===== src/rtl/ariane_pkg.sv =====
// Minimal stand-in for the Ariane frontend types used by the fetch entry buffer.
// Field layout mirrors the core's fetch_entry_t closely enough for decode hand-off.
package ariane_pkg;

  typedef struct packed {
    logic [63:0] cause;
    logic [63:0] tval;
    logic        valid;
  } exception_t;

  typedef struct packed {
    logic [2:0]  cf;
    logic [63:0] predict_address;
  } branchpredict_sbe_t;

  typedef struct packed {
    logic [63:0]        address;
    logic [31:0]        instruction;
    branchpredict_sbe_t branch_predict;
    exception_t         ex;
  } fetch_entry_t;

endpackage


===== src/rtl/fetch_entry_buffer_if.sv =====
// Handshake bundle between frontend, fetch entry buffer and decode.
// The master side is the environment (frontend + decode), the slave side is the buffer.
interface fetch_entry_buffer_if #(
  parameter int unsigned Depth = 4
);

  logic                     flush_i;
  ariane_pkg::fetch_entry_t fetch_entry_i;
  logic                     fetch_entry_valid_i;
  logic                     fetch_entry_ready_o;
  ariane_pkg::fetch_entry_t fetch_entry_o;
  logic                     fetch_entry_valid_o;
  logic                     fetch_entry_ready_i;
  logic [$clog2(Depth):0]   usage_o;

  modport master (
    output flush_i,
    output fetch_entry_i,
    output fetch_entry_valid_i,
    input  fetch_entry_ready_o,
    input  fetch_entry_o,
    input  fetch_entry_valid_o,
    output fetch_entry_ready_i,
    input  usage_o
  );

  modport slave (
    input  flush_i,
    input  fetch_entry_i,
    input  fetch_entry_valid_i,
    output fetch_entry_ready_o,
    output fetch_entry_o,
    output fetch_entry_valid_o,
    input  fetch_entry_ready_i,
    output usage_o
  );

endinterface


===== src/rtl/fetch_entry_buffer.sv =====
// In-order FIFO decoupling the frontend from decode; single-cycle flush and
// a frontend ready that depends only on the stored count.
module fetch_entry_buffer #(
  parameter int unsigned Depth = 4
) (
  input logic                 clk_i,
  input logic                 rst_ni,
  fetch_entry_buffer_if.slave bus
);

  localparam int unsigned PtrW = $clog2(Depth);
  localparam int unsigned CntW = PtrW + 1;

  ariane_pkg::fetch_entry_t mem [Depth];

  logic [PtrW-1:0] rptr_q, rptr_d;
  logic [PtrW-1:0] wptr_q, wptr_d;
  logic [CntW-1:0] count_q, count_d;
  logic            push, pop;

  assign bus.fetch_entry_ready_o = (count_q != CntW'(Depth));
  assign bus.fetch_entry_valid_o = (count_q != '0);
  assign bus.fetch_entry_o       = mem[rptr_q];
  assign bus.usage_o             = count_q;

  assign push = bus.fetch_entry_valid_i && bus.fetch_entry_ready_o && !bus.flush_i;
  assign pop  = bus.fetch_entry_valid_o && bus.fetch_entry_ready_i && !bus.flush_i;

  // Flush wins over everything; otherwise pointers advance independently
  // and the count only moves when exactly one side transfers.
  always_comb begin
    rptr_d  = rptr_q;
    wptr_d  = wptr_q;
    count_d = count_q;
    if (bus.flush_i) begin
      rptr_d  = '0;
      wptr_d  = '0;
      count_d = '0;
    end else begin
      if (push) wptr_d = wptr_q + PtrW'(1);
      if (pop)  rptr_d = rptr_q + PtrW'(1);
      unique case ({push, pop})
        2'b10:   count_d = count_q + CntW'(1);
        2'b01:   count_d = count_q - CntW'(1);
        default: count_d = count_q;
      endcase
    end
  end

  always_ff @(posedge clk_i or negedge rst_ni) begin
    if (!rst_ni) begin
      rptr_q  <= '0;
      wptr_q  <= '0;
      count_q <= '0;
    end else begin
      rptr_q  <= rptr_d;
      wptr_q  <= wptr_d;
      count_q <= count_d;
    end
  end

  // Storage is not reset; the head is only meaningful while valid is high.
  always_ff @(posedge clk_i) begin
    if (push) mem[wptr_q] <= bus.fetch_entry_i;
  end

endmodule


===== src/flat_wrapper.sv =====
// flat-port wrapper written by rule: the top's interface ports become plain ports
module fetch_entry_buffer_flat 
#(
  parameter int unsigned Depth = 4
)
  (clk_i, rst_ni, bus_flush_i, bus_fetch_entry_i, bus_fetch_entry_valid_i, bus_fetch_entry_ready_o, bus_fetch_entry_o, bus_fetch_entry_valid_o, bus_fetch_entry_ready_i, bus_usage_o);
  fetch_entry_buffer_if #(.Depth(Depth)) bus_i ();
  input logic clk_i;
  input logic rst_ni;
  input wire logic [$bits(bus_i.flush_i)-1:0] bus_flush_i;
  input wire logic [$bits(bus_i.fetch_entry_i)-1:0] bus_fetch_entry_i;
  input wire logic [$bits(bus_i.fetch_entry_valid_i)-1:0] bus_fetch_entry_valid_i;
  output wire logic [$bits(bus_i.fetch_entry_ready_o)-1:0] bus_fetch_entry_ready_o;
  output wire logic [$bits(bus_i.fetch_entry_o)-1:0] bus_fetch_entry_o;
  output wire logic [$bits(bus_i.fetch_entry_valid_o)-1:0] bus_fetch_entry_valid_o;
  input wire logic [$bits(bus_i.fetch_entry_ready_i)-1:0] bus_fetch_entry_ready_i;
  output wire logic [$bits(bus_i.usage_o)-1:0] bus_usage_o;
  assign bus_i.flush_i = bus_flush_i;
  assign bus_i.fetch_entry_i = bus_fetch_entry_i;
  assign bus_i.fetch_entry_valid_i = bus_fetch_entry_valid_i;
  assign bus_fetch_entry_ready_o = bus_i.fetch_entry_ready_o;
  assign bus_fetch_entry_o = bus_i.fetch_entry_o;
  assign bus_fetch_entry_valid_o = bus_i.fetch_entry_valid_o;
  assign bus_i.fetch_entry_ready_i = bus_fetch_entry_ready_i;
  assign bus_usage_o = bus_i.usage_o;
  fetch_entry_buffer #(.Depth(Depth)) u_core (.clk_i(clk_i), .rst_ni(rst_ni), .bus(bus_i));
endmodule

===== config.mk =====
export PLATFORM = sky130hd
export DESIGN_NAME = fetch_entry_buffer_flat
export DESIGN_NICKNAME = d
export VERILOG_FILES = /design/src/rtl/ariane_pkg.sv /design/src/rtl/fetch_entry_buffer_if.sv /design/src/rtl/fetch_entry_buffer.sv /design/src/flat_wrapper.sv
export SDC_FILE = /design/constraint.sdc
export NUM_CORES = 1
export LEC_CHECK = 0
export ABC_AREA = 1
export BUFFER_PORTS_ARGS = -buffer_cell sky130_fd_sc_hd__buf_2
export CAP_MARGIN = 20
export CORE_UTILIZATION = 45
export DETAILED_ROUTE_END_ITERATION = 7
export GPL_TIMING_DRIVEN = 0
export PLACE_DENSITY = 0.76
export SYNTH_ARGS = -nofsm -noshare
export SYNTH_HDL_FRONTEND = slang
export SYNTH_SLANG_ARGS = --single-unit

===== constraint.sdc =====
create_clock -name clk_i -period 24 [get_ports clk_i]
set_input_delay 3.6 -clock clk_i [delete_from_list [all_inputs] [get_ports clk_i]]
set_output_delay 3.6 -clock clk_i [all_outputs]
set_load 0.02 [all_outputs]

==> flow_summary.json, run 1 <==
{
  "placed_cells_incl_taps": 4802,
  "rsz0062_at_grt": "false",
  "finalHoldViolations": 0,
  "critical_path_class": "flip-flop to output pin",
  "part_of_the_total_power_dissipated_in_the_clock_network": 0.295,
  "syn-instance-count": 2886,
  "synth.net_count": 3188,
  "die-height_um": 314,
  "finalInstanceArea_um2": 52800,
  "outcome": "finished clean",
  "clock_tree_from_tritoncts": "yes",
  "holdBufCountCts": 0,
  "transition_time_at_the_pin_with_the_least_slew_margin_ps": 873,
  "timing.critical_path.depth": 6,
  "clock_insertion_delay_worst_skew_ps": 700,
  "grt_residual_overflow": 0,
  "critical_path.cell_chain": "inv_2, buf_2, clkbuf_1, o21ai_1, o22ai_1, buf_2",
  "cts.sink_count": 1175,
  "detailedRoute.firstPassIterationCount": 7,
  "cts_htree_levels": 3,
  "drc": 0,
  "required_time_at_the_worst_slack_endpoint_ps": 20400,
  "initial_core_util": 0.453,
  "postCtsSetupBuffers": 0,
  "critPathArrivalTime_ps": 3090,
  "power_frac_comb": 0.275,
  "grt_antenna_before_repair": 29,
  "postSynthRegisterBits": 1175,
  "cp_slowest_stage_delay_ps": 560,
  "clock_buffers_created_by_tritoncts": 113,
  "ys.warnings.count": 0,
  "core_area_um2": 96600,
  "worst-path-buf-inv": 4,
  "cts_root_buf": "clkbuf_16",
  "yosys.area.top_type_share": 0.801,
  "timing.critical_path.from_type": "flip-flop",
  "placed_cell_areas_um2": 49400,
  "pwr_density_cell_nw_per_um2": 107,
  "ios": 594,
  "synth_cell_types": 23,
  "p_leak_nw": 18.3,
  "fp.dieW_um": 314,
  "die_ar_um2": 98500,
  "dr_total_vias": 28100,
  "slew_headroom": 0.417,
  "timing.critical_path.slowest_stage_cell": "clkbuf_1",
  "finalWorstPathRequiredPeriod_ps": 6690,
  "routabilityCongestion": 0.820,
  "max_cap_violations": 0,
  "final_max_slew_viol_count": 0,
  "share_seq_of_total_power": 0.431,
  "ant_nets": 0,
  "rows": 114,
  "timing.hold.ws_ps": 579,
  "worst-r2r-cell-count": 10,
  "critical_path.top_delay_family": "buffers and inverters",
  "post_cts.resized_instances": 0,
  "cts_max_path_buffers": 3,
  "synth_top_area_cell": "edfxtp_1",
  "combined_area_of_all_synthesized_cells_um2": 43800,
  "via_per_inst": 5.60,
  "path_max_fanout": 10,
  "drive_gt1_frac": 0.239,
  "synth.top_cells.by_area": "edfxtp_1, nor2_1, o21ai_0",
  "power.share.switching": 0.330,
  "post-route-util": 0.547,
  "syn2layout_area_growth_pct": 20.7,
  "power.switching_w": 0.00186,
  "grt_util_all_layers": 0.232,
  "cp-end-kind": "output pin",
  "global_route_wire_length_before_repair_mm": 170,
  "first_global_vias": 27200,
  "layout.cells.non_filler": 5019,
  "vdd_drop_max_mv": 0.0801,
  "timing.hold.worst.class": "flip-flop to flip-flop",
  "drt_iter0_markers": 3095,
  "fin_skew_ps": 33.9,
  "dp.final_hpwl_mm": 79.1,
  "internal_power_w": 0.00377,
  "maxClockFrequency_mhz": 149,
  "routedWlPerCell_um": 23.6,
  "fraction_of_the_yosys_area_taken_by_sequential_cells": 0.805,
  "pin_count_of_the_biggest_net_entering_global_routing": 30,
  "worstHoldPathCells": 1,
  "report.final.setup_viol": 0,
  "io_buffers": 593,
  "finalCritPeriodShare": 0.279,
  "crit_path_frequent_cell": "buf_2",
  "reg_clk_slew_reported_paths_ps": 60,
  "syn_area_per_cell_um2": 15.2,
  "drt-total-wl_mm": 118,
  "final_nets": 3943
}
## sequential cells by signal, summed over array words and instances, names as in the netlist
register,flops
u_core.wptr_q,2
u_core.rptr_q,2
u_core.mem,1168
u_core.bus.usage_o,3
## per-layer routing
metal / global-route usage / up-vias / wire length (µm)
li1: - / 12500 / -
met4: 0.0747 / 26 / 2910
met1: 0.291 / 13900 / 44600
met3: 0.0662 / 203 / 12100
met2: 0.387 / 1468 / 58700
met5: 0 / - / 182
## synth_stat cells
master,count
edfxtp_1,1168
nor2_1,590
o21ai_0,406
o22ai_1,292
o21ai_1,182
clkbuf_1,85
buf_6,58
buf_2,33
nand2_1,20
inv_1,11
buf_1,7
dfrtp_1,7
buf_4,5
buf_8,5
ha_1,4
nand3_1,4
a21oi_1,3
a21boi_0,1
fa_1,1
inv_2,1
inv_8,1
nand2_2,1
xnor2_1,1
## cell usage in the layout, fill, tap and decap left out, types with 2 or more instances in the layout
cell type,instances
a21oi_1,3
buf_1,7
buf_12,38
buf_16,9
buf_2,626
buf_4,5
buf_6,58
buf_8,5
bufinv_16,5
clkbuf_1,118
clkbuf_16,114
clkinv_1,23
clkinv_2,17
clkinv_8,3
dfrtp_1,7
diode_2,17
edfxtp_1,1168
ha_1,4
inv_1,11
inv_6,2
inv_8,3
nand2_1,20
nand3_1,4
nor2_1,586
nor2_4,4
o21ai_0,406
o21ai_1,182
o22ai_1,292
## power by group through the flow
stage / Clock, W / Combinational (W) / Sequential, W
floorplan: 0 / 0.000887 / 0.00252
global placement: 0 / 0.00149 / 0.00257
detailed placement: 0 / 0.00154 / 0.00246
CTS: 0.00168 / 0.00155 / 0.00242
global route: 0.00175 / 0.00165 / 0.00243
finish: 0.00166 / 0.00155 / 0.00242
## cell type report
class | instances | area [µm²]
Timing Repair Buffer | 640 | 3980
Sequential cell | 1175 | 35200
Clock buffer | 147 | 2980
Antenna cell | 17 | 42.5
Buffer | 193 | 1280
Tap cell | 1276 | 1600
Inverter | 13 | 56.3
Multi-Input combinational cell | 1505 | 7220
Fill cell | 7574 | 43700
Clock inverter | 53 | 430
## cell families (layout without fill, tap and decap cells)
| family | after synthesis | count (layout) | synth area share |
|---|---|---|---|
| flip-flops | 1175 | 1175 | 0.805 |
| AO/OA/AOI/OAI | 884 | 884 | 0.109 |
| AND/OR/NAND/NOR | 615 | 615 | 0.0529 |
| buffers and inverters | 206 | 1046 | 0.0304 |
| adder cells (fa/ha/maj) | 5 | 5 | 0.00160 |
| XOR/XNOR | 1 | 1 | 0.000200 |
| other | 0 | 17 | 0 |
## per-stage QoR
stage          power, W  TNS (ps)  worst slack, ps
6_report        0.00563         0            17310
4_1_cts         0.00565         0            17150
2_1_floorplan   0.00341         0             6960
3_3_place_gp    0.00406  -2943720            -2850
5_1_grt         0.00582         0            17100
3_5_place_dp    0.00401         0            17080
## path summary, 6_finish.rpt
kind	slack (ps)	end	from
hold reg to reg	580	u_core.bus.usage_o[0]	u_core.bus.usage_o[0]
setup / recovery	17310	bus_fetch_entry_o[28]	u_core.rptr_q[1]
setup reg to reg	20330	u_core.mem[2][105]	u_core.bus.usage_o[0]
min in group asynchronous	2740	u_core.bus.usage_o[2]	rst_ni
max in group asynchronous	21080	u_core.rptr_q[1]	rst_ni
hold / removal	580	u_core.bus.usage_o[0]	u_core.bus.usage_o[0]
(Power assumes the default switching activity.)
==> run 2: changes to the inputs <==
- clock period: 24 -> 6.17 ns (I/O delays scaled with it)
==> run 2 against run 1 <==
Compared with the run above:
- via count is 0.68% higher
- sequential cell count unchanged
- clock power rose to 4.2 times the previous value
- total power grew to 4.0 times the previous value
- hold slack lost 160 ps
- non-clock buffer count increased by 1
- first-iteration DRC count grew 5.4%
- cell count grew 0.58%
- combinational power grew to 3.9 times the previous value
- clock skew decreased by 15 ps
- largest cell class unchanged
- largest power group unchanged
- highest routed layer unchanged
==> flow_summary.json, run 2 (synthesis gave the netlist of run 1 again) <==
{
  "clock_insertion_delay_worst_skew_ps": 720,
  "required_time_at_the_worst_slack_endpoint_ps": 5240,
  "worst_hold_path.endpoint": "u_core.mem[2][125]",
  "timing.critical_path.from_type": "flip-flop",
  "ios": 594,
  "layout_setup_ws_ps": 1840,
  "worstReg2RegEnd": "u_core.mem[2][119]",
  "fill_cells": 7372,
  "dr_total_vias": 28300,
  "final_nets": 3944,
  "largest_reg_flops": 1168,
  "worst_r2r_startpoint": "u_core.bus.usage_o[0]",
  "grt_residual_overflow": 0,
  "final_max_slew_viol_count": 0,
  "first_global_vias": 27600,
  "vdd_drop_max_mv": 0.421,
  "placed_cell_areas_um2": 49300,
  "clock_tree_from_tritoncts": "yes",
  "finalCritPeriodShare": 0.702,
  "pwr_density_cell_nw_per_um2": 421,
  "critical_path_class": "flip-flop to output pin",
  "placed_cells_incl_taps": 4802,
  "maxClockFrequency_mhz": 231,
  "p_leak_nw": 18.4,
  "post_cts.resized_instances": 0,
  "dp.final_hpwl_mm": 80.0,
  "postCtsSetupBuffers": 0,
  "grt_util_all_layers": 0.236,
  "finalHoldViolations": 0,
  "cts_max_path_buffers": 3,
  "drt-total-wl_mm": 120,
  "initial_core_util": 0.453,
  "cp_slowest_stage_delay_ps": 630,
  "clock_buffers_created_by_tritoncts": 113,
  "via_per_inst": 5.60,
  "critical_path.cell_chain": "inv_2, buf_2, clkbuf_1, o21ai_1, o22ai_1, buf_2",
  "regMostFlops": "u_core.mem",
  "fp.dieW_um": 314,
  "mostFrequentLayoutCells": "edfxtp_1, buf_2, nor2_1",
  "critPathArrivalTime_ps": 3400,
  "timing.critical_path.slowest_stage_cell": "clkbuf_1",
  "core_area_um2": 96600,
  "path_max_fanout": 10,
  "worst-r2r-cell-count": 9,
  "internal_power_w": 0.0150,
  "layout.cells.non_filler": 5048,
  "report.final.setup_viol": 0,
  "power.share.switching": 0.331,
  "final_common_cell": "edfxtp_1",
  "cts_root_buf": "clkbuf_16",
  "power.total_w": 0.0224,
  "finalInstanceArea_um2": 53200,
  "reg_clk_slew_reported_paths_ps": 70,
  "global_route_wire_length_before_repair_mm": 173,
  "pin_count_of_the_biggest_net_entering_global_routing": 30,
  "cts.sink_count": 1175,
  "power.switching_w": 0.00740,
  "share_seq_of_total_power": 0.421,
  "power_frac_comb": 0.271,
  "syn2layout_area_growth_pct": 21.5,
  "place_worst_setup_slack_ps": 2050,
  "drive_gt1_frac": 0.244,
  "detailedRoute.firstPassIterationCount": 8,
  "max_cap_violations": 0,
  "routedWlPerCell_um": 23.8,
  "io_buffers": 593,
  "timing.reg2reg.setup_slack_ps": 2700,
  "cts_htree_levels": 3,
  "timing.hold.worst.class": "input port to flip-flop",
  "worstHoldPathCells": 1,
  "ant_nets": 0,
  "finalWorstPathRequiredPeriod_ps": 4330,
  "die-height_um": 314,
  "drc": 0,
  "hp-start": "bus_fetch_entry_i[125]",
  "fin_skew_ps": 19.2,
  "transition_time_at_the_pin_with_the_least_slew_margin_ps": 888,
  "routabilityCongestion": 0.816,
  "rsz0062_at_grt": "false",
  "outcome": "finished clean",
  "cp-end-kind": "output pin",
  "timing.hold.ws_ps": 422,
  "grt_antenna_before_repair": 45,
  "drt_iter0_markers": 3262,
  "slew_headroom": 0.408,
  "rows": 114,
  "crit_path_frequent_cell": "buf_2",
  "part_of_the_total_power_dissipated_in_the_clock_network": 0.308,
  "die_ar_um2": 98500
}
[run 2: cell types whose count changed in the layout (fill, tap and decap cells not counted), sizes merged]
cell	change
diode	+16
clkinvlp	+7
clkbuf	-11
clkinv	+12
inv	-3
dlygate4sd3	+1
bufinv	+7
[run 2: power by group through the flow]
stage	clock, W	sequential (W)	combinational (W)
after floorplan	0	0.00971	0.00345
after global placement	0	0.00982	0.00582
after detailed placement	0	0.00958	0.00603
after CTS	0.00695	0.00942	0.00607
after global routing	0.00723	0.00945	0.00643
final	0.00689	0.00942	0.00607
[run 2: critical path: cells and delay by family, from the launching register on]
kind                   cells  cell delay [ps]
buffers and inverters      4             1590
AO/OA/AOI/OAI              2              620
flip-flops                 1              460
[run 2: what timing repair did]
action | 4_1_cts | 5_1_grt
endpoints found under the setup margin | 0 | 0
endpoints found under the hold margin | 7 | 0
hold buffers | 1 | 0
[run 2: final cells by class]
cell class	instances	area (µm²)	area share
clock inverter	76	786	0.0148
timing repair buffer	641	3960	0.0746
buffer	193	1280	0.0240
antenna	33	82.6	0.00155
tap	1276	1600	0.0300
inverter	13	56.3	0.00106
multi-input combinational	1505	7220	0.136
clock buffer	136	2940	0.0552
sequential	1175	35200	0.663
[run 2: per-layer routing]
metal	vias to the layer above	wire length [µm]	track usage
met4	46	4060	0.0891
li1	12600	-	-
met2	1550	59000	0.392
met5	-	283	0
met3	290	12500	0.0738
met1	13800	44400	0.288
[run 2: worst max path at each step]
stage	endpoint	slack [ps]	start
final	bus_fetch_entry_o[27]	1840	u_core.rptr_q[1]
after global routing	bus_fetch_entry_o[27]	1820	u_core.rptr_q[1]
after CTS	bus_fetch_entry_o[27]	1870	u_core.rptr_q[1]
after detailed placement	u_core.mem[2][115]	2050	bus_flush_i
after global placement	u_core.mem[3][130]	-9200	bus_flush_i
after floorplan	u_core.mem[0][0]	-3280	bus_flush_i
[run 2: stage by stage]
step	setup TNS, ps	utilization
5_1_grt	0	0.550
3_3_place_gp	-	0.501
6_report	0	0.551
4_1_cts	0	0.550
2_1_floorplan	-3831600	-
3_5_place_dp	0	0.511
